--- src/rtl/pipe_ctrl_pkg.sv ---
// Shared hold-flag encodings, bus-wait FSM states and small types used by the
// pipeline hold/flush controller and its bus-wait timer.
package pipe_ctrl_pkg;

  // Hold flag bus driven to pc_reg, if_id and id_ex.
  typedef logic [2:0] hold_flag_t;

  localparam hold_flag_t HOLD_NONE = 3'b000;  // pipeline runs freely
  localparam hold_flag_t HOLD_PC   = 3'b001;  // freeze PC
  localparam hold_flag_t HOLD_IF   = 3'b010;  // freeze PC + if_id, bubble into id_ex
  localparam hold_flag_t HOLD_ID   = 3'b011;  // freeze PC + if_id + id_ex

  // Bus-wait timer states.
  typedef enum logic [1:0] {
    ST_IDLE     = 2'b00,
    ST_BUS_WAIT = 2'b01,
    ST_BUS_ERR  = 2'b10
  } bus_state_t;

  // Width needed to hold values 0..max_val.
  function automatic int unsigned cnt_width(input int unsigned max_val);
    return (max_val < 2) ? 1 : $clog2(max_val + 1);
  endfunction

endpackage

--- src/rtl/pipe_ctrl_if.sv ---
// Signal bundle between the decode/execute/memory stages and pipe_ctrl.
//
// Handshake semantics: there is no ready/valid pair on the redirect path.
// jump_flag_o is a valid that the PC register always accepts in the same
// cycle, so jump_addr_o is only meaningful while jump_flag_o is 1 (and reads 0
// otherwise). mem_hold_req_i is an inverted ready from the data bus: while it
// is 1 the bus has not accepted/returned the access and the pipeline is held.
interface pipe_ctrl_if;
  import pipe_ctrl_pkg::*;

  logic [4:0]  id_reg1_raddr_i;
  logic [4:0]  id_reg2_raddr_i;
  logic        id_reg_we_i;
  logic [4:0]  id_reg_waddr_i;
  logic        id_is_load_i;
  logic        ex_jump_flag_i;
  logic [31:0] ex_jump_addr_i;
  logic        ex_hold_req_i;
  logic        mem_hold_req_i;

  hold_flag_t  hold_flag_o;
  logic        flush_o;
  logic        jump_flag_o;
  logic [31:0] jump_addr_o;
  logic        bus_err_o;
  logic [31:0] stall_cnt_o;

  // Debug visibility of the bus-wait FSM and the load scoreboard.
  bus_state_t  dbg_state;
  logic        dbg_ld_valid;

  // Pipeline side: drives hazard/jump/hold requests, observes the results.
  modport master (
    output id_reg1_raddr_i, id_reg2_raddr_i, id_reg_we_i, id_reg_waddr_i,
           id_is_load_i, ex_jump_flag_i, ex_jump_addr_i, ex_hold_req_i,
           mem_hold_req_i,
    input  hold_flag_o, flush_o, jump_flag_o, jump_addr_o, bus_err_o,
           stall_cnt_o, dbg_state, dbg_ld_valid
  );

  // Controller side.
  modport slave (
    input  id_reg1_raddr_i, id_reg2_raddr_i, id_reg_we_i, id_reg_waddr_i,
           id_is_load_i, ex_jump_flag_i, ex_jump_addr_i, ex_hold_req_i,
           mem_hold_req_i,
    output hold_flag_o, flush_o, jump_flag_o, jump_addr_o, bus_err_o,
           stall_cnt_o, dbg_state, dbg_ld_valid
  );

endinterface

--- src/rtl/pipe_ctrl_hold_timer.sv ---
// Bus-wait timer: tracks consecutive cycles of mem_hold_req, requests a
// pipeline hold for at most BUS_TIMEOUT cycles, then releases the hold and
// pulses bus_err for one cycle. Stays in BUS_ERR until the request drops.
module pipe_ctrl_hold_timer
  import pipe_ctrl_pkg::*;
#(
  parameter int unsigned BUS_TIMEOUT = 16
) (
  input  logic       clk,
  input  logic       rst,
  input  logic       mem_hold_req,
  output logic       bus_hold,
  output logic       bus_err,
  output bus_state_t state
);

  localparam int unsigned CW = cnt_width(BUS_TIMEOUT);
  localparam logic [CW-1:0] CNT_MAX = CW'(BUS_TIMEOUT);

  bus_state_t    state_nxt;
  logic [CW-1:0] cnt;
  logic [CW-1:0] cnt_nxt;
  logic          err_nxt;

  // State, wait counter and error pulse registers.
  always_ff @(posedge clk or negedge rst) begin
    if (!rst) begin
      state   <= ST_IDLE;
      cnt     <= '0;
      bus_err <= 1'b0;
    end else begin
      state   <= state_nxt;
      cnt     <= cnt_nxt;
      bus_err <= err_nxt;
    end
  end

  // Next-state logic: cnt holds the number of hold cycles already spent.
  always_comb begin
    state_nxt = state;
    cnt_nxt   = cnt;
    err_nxt   = 1'b0;
    case (state)
      ST_IDLE: begin
        if (mem_hold_req) begin
          state_nxt = ST_BUS_WAIT;
          cnt_nxt   = CW'(1);
        end
      end
      ST_BUS_WAIT: begin
        if (!mem_hold_req) begin
          state_nxt = ST_IDLE;
          cnt_nxt   = '0;
        end else if (cnt == CNT_MAX) begin
          state_nxt = ST_BUS_ERR;
          cnt_nxt   = '0;
          err_nxt   = 1'b1;
        end else begin
          cnt_nxt = cnt + CW'(1);
        end
      end
      ST_BUS_ERR: begin
        if (!mem_hold_req) begin
          state_nxt = ST_IDLE;
        end
      end
      default: begin
        state_nxt = ST_IDLE;
        cnt_nxt   = '0;
      end
    endcase
  end

  // Output logic: hold while waiting, released once the budget is used up.
  always_comb begin
    bus_hold = 1'b0;
    if (mem_hold_req) begin
      if (state == ST_IDLE) begin
        bus_hold = 1'b1;
      end else if (state == ST_BUS_WAIT && cnt != CNT_MAX) begin
        bus_hold = 1'b1;
      end
    end
  end

endmodule

--- src/rtl/pipe_ctrl.sv ---
// Pipeline hold/flush controller beside the decode stage: load-use hazard
// detection, jump redirect/flush, multi-cycle EX and bus-wait stretching,
// and a saturating stall-cycle counter.
module pipe_ctrl
  import pipe_ctrl_pkg::*;
#(
  parameter int unsigned BUS_TIMEOUT = 16
) (
  input  logic       clk,
  input  logic       rst,
  pipe_ctrl_if.slave bus
);

  hold_flag_t  hold_flag;
  logic        flush;
  logic        jump_flag;
  logic [31:0] jump_addr;

  logic        ld_valid;
  logic [4:0]  ld_rd;
  logic        load_use;
  logic        ld_capture;

  logic        bus_hold;
  logic        bus_err;
  bus_state_t  bus_state;
  logic [31:0] stall_cnt;

  pipe_ctrl_hold_timer #(
    .BUS_TIMEOUT (BUS_TIMEOUT)
  ) u_hold_timer (
    .clk          (clk),
    .rst          (rst),
    .mem_hold_req (bus.mem_hold_req_i),
    .bus_hold     (bus_hold),
    .bus_err      (bus_err),
    .state        (bus_state)
  );

  // Load-use hazard: the load now in EX writes a register read by ID.
  always_comb begin
    load_use = ld_valid && (ld_rd != 5'd0) &&
               ((ld_rd == bus.id_reg1_raddr_i) || (ld_rd == bus.id_reg2_raddr_i));
  end

  // Priority mux: jump > EX busy > bus wait > load-use > none.
  always_comb begin
    hold_flag = HOLD_NONE;
    flush     = 1'b0;
    jump_flag = 1'b0;
    jump_addr = 32'h0;
    if (bus.ex_jump_flag_i) begin
      jump_flag = 1'b1;
      jump_addr = bus.ex_jump_addr_i;
      flush     = 1'b1;
    end else if (bus.ex_hold_req_i) begin
      hold_flag = HOLD_ID;
    end else if (bus_hold) begin
      hold_flag = HOLD_ID;
    end else if (load_use) begin
      hold_flag = HOLD_IF;
    end
  end

  // A load in ID moves to EX only when id_ex is not frozen or bubbled.
  always_comb begin
    ld_capture = bus.id_is_load_i && bus.id_reg_we_i && (bus.id_reg_waddr_i != 5'd0) &&
                 ((hold_flag == HOLD_NONE) || (hold_flag == HOLD_PC));
  end

  // Load scoreboard: a frozen id_ex keeps the load in EX, so the entry is
  // kept under Hold_Id; the Hold_If bubble or a flush retires it.
  always_ff @(posedge clk or negedge rst) begin
    if (!rst) begin
      ld_valid <= 1'b0;
      ld_rd    <= 5'd0;
    end else if (bus.ex_jump_flag_i || hold_flag == HOLD_IF) begin
      ld_valid <= 1'b0;
      ld_rd    <= 5'd0;
    end else if (hold_flag == HOLD_ID) begin
      ld_valid <= ld_valid;
      ld_rd    <= ld_rd;
    end else if (ld_capture) begin
      ld_valid <= 1'b1;
      ld_rd    <= bus.id_reg_waddr_i;
    end else begin
      ld_valid <= 1'b0;
      ld_rd    <= 5'd0;
    end
  end

  // Saturating count of held cycles.
  always_ff @(posedge clk or negedge rst) begin
    if (!rst) begin
      stall_cnt <= 32'h0;
    end else if (hold_flag != HOLD_NONE && stall_cnt != 32'hFFFF_FFFF) begin
      stall_cnt <= stall_cnt + 32'd1;
    end
  end

  assign bus.hold_flag_o  = hold_flag;
  assign bus.flush_o      = flush;
  assign bus.jump_flag_o  = jump_flag;
  assign bus.jump_addr_o  = jump_addr;
  assign bus.bus_err_o    = bus_err;
  assign bus.stall_cnt_o  = stall_cnt;
  assign bus.dbg_state    = bus_state;
  assign bus.dbg_ld_valid = ld_valid;

endmodule

--- src/flat_wrapper.sv ---
// flat-port wrapper written by rule: the top's interface ports become plain ports
module pipe_ctrl_flat import pipe_ctrl_pkg::*;
#(
  parameter int unsigned BUS_TIMEOUT = 16
)
  (clk, rst, bus_id_reg1_raddr_i, bus_id_reg2_raddr_i, bus_id_reg_we_i, bus_id_reg_waddr_i, bus_id_is_load_i, bus_ex_jump_flag_i, bus_ex_jump_addr_i, bus_ex_hold_req_i, bus_mem_hold_req_i, bus_hold_flag_o, bus_flush_o, bus_jump_flag_o, bus_jump_addr_o, bus_bus_err_o, bus_stall_cnt_o, bus_dbg_state, bus_dbg_ld_valid);
  pipe_ctrl_if bus_i ();
  input  logic clk;
  input  logic rst;
  input wire logic [$bits(bus_i.id_reg1_raddr_i)-1:0] bus_id_reg1_raddr_i;
  input wire logic [$bits(bus_i.id_reg2_raddr_i)-1:0] bus_id_reg2_raddr_i;
  input wire logic [$bits(bus_i.id_reg_we_i)-1:0] bus_id_reg_we_i;
  input wire logic [$bits(bus_i.id_reg_waddr_i)-1:0] bus_id_reg_waddr_i;
  input wire logic [$bits(bus_i.id_is_load_i)-1:0] bus_id_is_load_i;
  input wire logic [$bits(bus_i.ex_jump_flag_i)-1:0] bus_ex_jump_flag_i;
  input wire logic [$bits(bus_i.ex_jump_addr_i)-1:0] bus_ex_jump_addr_i;
  input wire logic [$bits(bus_i.ex_hold_req_i)-1:0] bus_ex_hold_req_i;
  input wire logic [$bits(bus_i.mem_hold_req_i)-1:0] bus_mem_hold_req_i;
  output wire logic [$bits(bus_i.hold_flag_o)-1:0] bus_hold_flag_o;
  output wire logic [$bits(bus_i.flush_o)-1:0] bus_flush_o;
  output wire logic [$bits(bus_i.jump_flag_o)-1:0] bus_jump_flag_o;
  output wire logic [$bits(bus_i.jump_addr_o)-1:0] bus_jump_addr_o;
  output wire logic [$bits(bus_i.bus_err_o)-1:0] bus_bus_err_o;
  output wire logic [$bits(bus_i.stall_cnt_o)-1:0] bus_stall_cnt_o;
  output wire logic [$bits(bus_i.dbg_state)-1:0] bus_dbg_state;
  output wire logic [$bits(bus_i.dbg_ld_valid)-1:0] bus_dbg_ld_valid;
  assign bus_i.id_reg1_raddr_i = bus_id_reg1_raddr_i;
  assign bus_i.id_reg2_raddr_i = bus_id_reg2_raddr_i;
  assign bus_i.id_reg_we_i = bus_id_reg_we_i;
  assign bus_i.id_reg_waddr_i = bus_id_reg_waddr_i;
  assign bus_i.id_is_load_i = bus_id_is_load_i;
  assign bus_i.ex_jump_flag_i = bus_ex_jump_flag_i;
  assign bus_i.ex_jump_addr_i = bus_ex_jump_addr_i;
  assign bus_i.ex_hold_req_i = bus_ex_hold_req_i;
  assign bus_i.mem_hold_req_i = bus_mem_hold_req_i;
  assign bus_hold_flag_o = bus_i.hold_flag_o;
  assign bus_flush_o = bus_i.flush_o;
  assign bus_jump_flag_o = bus_i.jump_flag_o;
  assign bus_jump_addr_o = bus_i.jump_addr_o;
  assign bus_bus_err_o = bus_i.bus_err_o;
  assign bus_stall_cnt_o = bus_i.stall_cnt_o;
  assign bus_dbg_state = bus_i.dbg_state;
  assign bus_dbg_ld_valid = bus_i.dbg_ld_valid;
  pipe_ctrl #(.BUS_TIMEOUT(BUS_TIMEOUT)) u_core (.clk(clk), .rst(rst), .bus(bus_i));
endmodule
--- config.mk ---
export PLATFORM = sky130hd
export DESIGN_NAME = pipe_ctrl_flat
export DESIGN_NICKNAME = d
export VERILOG_FILES = /design/src/rtl/pipe_ctrl_pkg.sv /design/src/rtl/pipe_ctrl_if.sv /design/src/rtl/pipe_ctrl_hold_timer.sv /design/src/rtl/pipe_ctrl.sv /design/src/flat_wrapper.sv
export SDC_FILE = /design/constraint.sdc
export NUM_CORES = 1
export LEC_CHECK = 0
export CAP_MARGIN = 20
export CORE_UTILIZATION = 45
export DETAILED_ROUTE_END_ITERATION = 7
export GPL_TIMING_DRIVEN = 0
export PLACE_DENSITY = 0.86
export SKIP_CTS_REPAIR_TIMING = 1
export SLEW_MARGIN = 40
export SYNTH_ARGS = -nofsm -noshare
export SYNTH_HDL_FRONTEND = slang
export SYNTH_SLANG_ARGS = --single-unit
--- constraint.sdc ---
create_clock -name clk -period 3.8 [get_ports clk]
set_clock_uncertainty 0.1 [all_clocks]
set_input_delay 0.57 -clock clk [delete_from_list [all_inputs] [get_ports clk]]
set_output_delay 0.57 -clock clk [all_outputs]
set_load 0.01 [all_outputs]
==> metrics.cfg <==
[critical_path]
critPathMaxFanout=10
crit_type=in2out
r2r-start=u_core.u_hold_timer.cnt[0]
crit_path_start=bus_mem_hold_req_i
reg2reg_slack_ps=1150
reg2regPathDepth=9
worstPathRequired_ps=3130
worst_ep_arrival_time_ps=2990
crit_path_start_kind=primary input
r2r_end=u_core.bus.stall_cnt_o[11]
crit_path_end_kind=output port
endpoint=bus_hold_flag_o[1]

[layout]
drive_gt1_share_pct=10.4
area_growth_pct=51.7
register_area_um2=1150
final_area_um2=4220
diodes=0
most-common-layout-cells=123 x clkdlybuf4s50_1, 46 x dfrtp_1, 33 x and2_1, 30 x xor2_1, 24 x nand2_1
nets=459
fill_cells=468
multi_input_area_um2=1510
layout_commonest_cell=clkdlybuf4s50_1

[synth]
ys.flop_type=dfrtp_1
synth_cells=270
syn-num-nets=327
synth.distinct_cells=52
yosysTopAreaCellShare_pct=41.4
synth-seq-area-share_pct=41.4
synth_seq_cells=46
synth_top_area_cell=dfrtp_1
syn_avg_cell_area_um2=10.3
synth_area_leaders=dfrtp_1 41%, xor2_1 9.5%, and2_1 7.4%
syn_area_um2=2780
synth-edff-count=0
yosys_warnings=0
async_reset_ff_share_pct=100

[clocking]
cts_inserted_buffers=5
clockBufferDepth=2
cts-root-buf=clkbuf_8
insertion_delay_ps=300
clk_pin_slew_ps=80
htree_levels=2
clock-sinks=46
cts_tree=built

[drt]
drt-pass1-iter-count=4
wire_per_inst_um=15.5
routed_wl_mm=7.40
drt_iter0_drc=102
viasPerCell=5.14
vias=2451
ant_nets=0
remaining_drc_errors=0

[global_routing]
antenna_found_initial=0
grt_pass1_vias=2472
grt_first_pass_wirelength_mm=12.0
grt.overflow.total=0
grt_usage_pct=24.6
grt_max_degree=25

[floorplanning]
die_w_um=80.6
rows=28
fp.dieH_um=80.6
coreArea_um2=5960
io_pins=127
design.die.area_um2=6490
start_util_pct=46.7

[power_and_ir_drop]
power_density_nw_per_um2=292
p_sw_w=0.000356
p_leak_nw=1.80
p_int_w=0.000873
peakVddDrop_uv=147
seqPwrFrac_pct=48.1
power_frac_comb_pct=28.8
swShare_pct=29.0
clock_power_share_pct=23.1
finalPower_w=0.00123

[timing]
min_period_over_period_pct=96.3
period_needed_ps=3660
slew_headroom_pct=63.9
rsz0062_at_grt=no
tightest_slew_ps=541
report.final.slew_viol_count=0
fmax_mhz=273
setup_viol=0
hold_viol_final=0
fin_tns_setup_ps=0

[run_status]
status=finished, final reports clean

[place]
gp_congestion=0.784
io_buffers=124
place_hpwl_mm=6.09
placed_area_um2=4140

[job]
cap_viol_max_count=0

[min_path]
hold_path_class=in2async

-- layer usage --
layer / vias to the layer above / wire [um] / track usage [%]
li1: 1186 / - / -
met1: 1149 / 2780 / 27.5
met2: 103 / 3940 / 44.7
met3: 13 / 479 / 5.00
met4: 0 / 196 / 10.9
met5: - / 0 / 0
-- synth_stat cells, types with 3 or more instances --
cell type  number
nor3_1          8
and2_1         33
nand4_1         5
nand3_1        14
buf_4           3
nor4b_1         3
and3_1          3
xnor2_1        12
nor2b_1         3
nand2_1        24
clkbuf_1        6
dfrtp_1        46
nor2_1         12
a22o_1          5
o21ai_0         3
ha_1            3
nor4_2         10
inv_1           6
xor2_1         30
-- metrics by stage --
step	hold slack [ps]	cells	worst slack (ps)	utilization, %
6_report	67.9	477	142	70.8
5_1_grt	87.1	477	9.71	70.8
4_1_cts	67.0	477	115	70.8
3_5_place_dp	380	470	136	69.5
3_3_place_gp	377	469	134	69.1
2_1_floorplan	174	270	1250	-
-- cell families (layout without fill, tap and decap cells) --
kind of cell | after synthesis | after routing | share of synthesized area (%)
compound gates | 20 | 20 | 6.44
xor+xnor | 42 | 42 | 13.2
fa+ha+maj | 3 | 3 | 1.35
buf+inv | 20 | 152 | 4.10
flops | 46 | 46 | 41.4
mux | 2 | 2 | 0.900
other cells | 1 | 1 | 0.135
simple gates | 136 | 136 | 32.4
-- area by class of cell --
| class | count | share of cell area, % |
|---|---|---|
| multi-input combinational | 204 | 35.9 |
| timing repair buffer | 125 | 30.0 |
| sequential | 46 | 27.3 |
| tap | 75 | 2.23 |
| buffer | 14 | 2.17 |
| clock buffer | 7 | 1.81 |
| inverter | 6 | 0.534 |
-- power groups by stage --
stage	registers, W	logic [W]	clock network (W)
floorplan	0.000606	0.000131	0
global placement	0.000597	0.000344	0
detailed placement	0.000601	0.000357	0
CTS	0.000591	0.000359	0.000292
global route	0.000600	0.000384	0.000309
finish	0.000592	0.000354	0.000284
-- how the worst min path moves through the flow --
stage	endpoint	slack (ps)
global route	u_core.bus.stall_cnt_o[9]	90
finish	u_core.bus.stall_cnt_o[20]	70
CTS	u_core.bus.stall_cnt_o[9]	70
floorplan	u_core.bus.dbg_ld_valid	170
detailed placement	u_core.bus.stall_cnt_o[14]	380
global placement	u_core.u_hold_timer.cnt[4]	380
-- sequential cells by signal, indices dropped and copies added (netlist names) --
signal / count
u_core.bus.dbg_ld_valid: 1
u_core.ld_rd: 5
u_core.u_hold_timer.bus_err: 1
u_core.u_hold_timer.cnt: 5
u_core.u_hold_timer.state: 2
u_core.bus.stall_cnt_o: 32
-- worst max-delay path, stage by stage --
cell and delay [ps]:
clkdlybuf4s50_1 480, or2b_4 300, a221oi_4 540, a31o_4 180
o21ai_2 130, buf_6 210, inv_1 60, clkdlybuf4s50_1 520
Power figures use the tool's default switching activity.
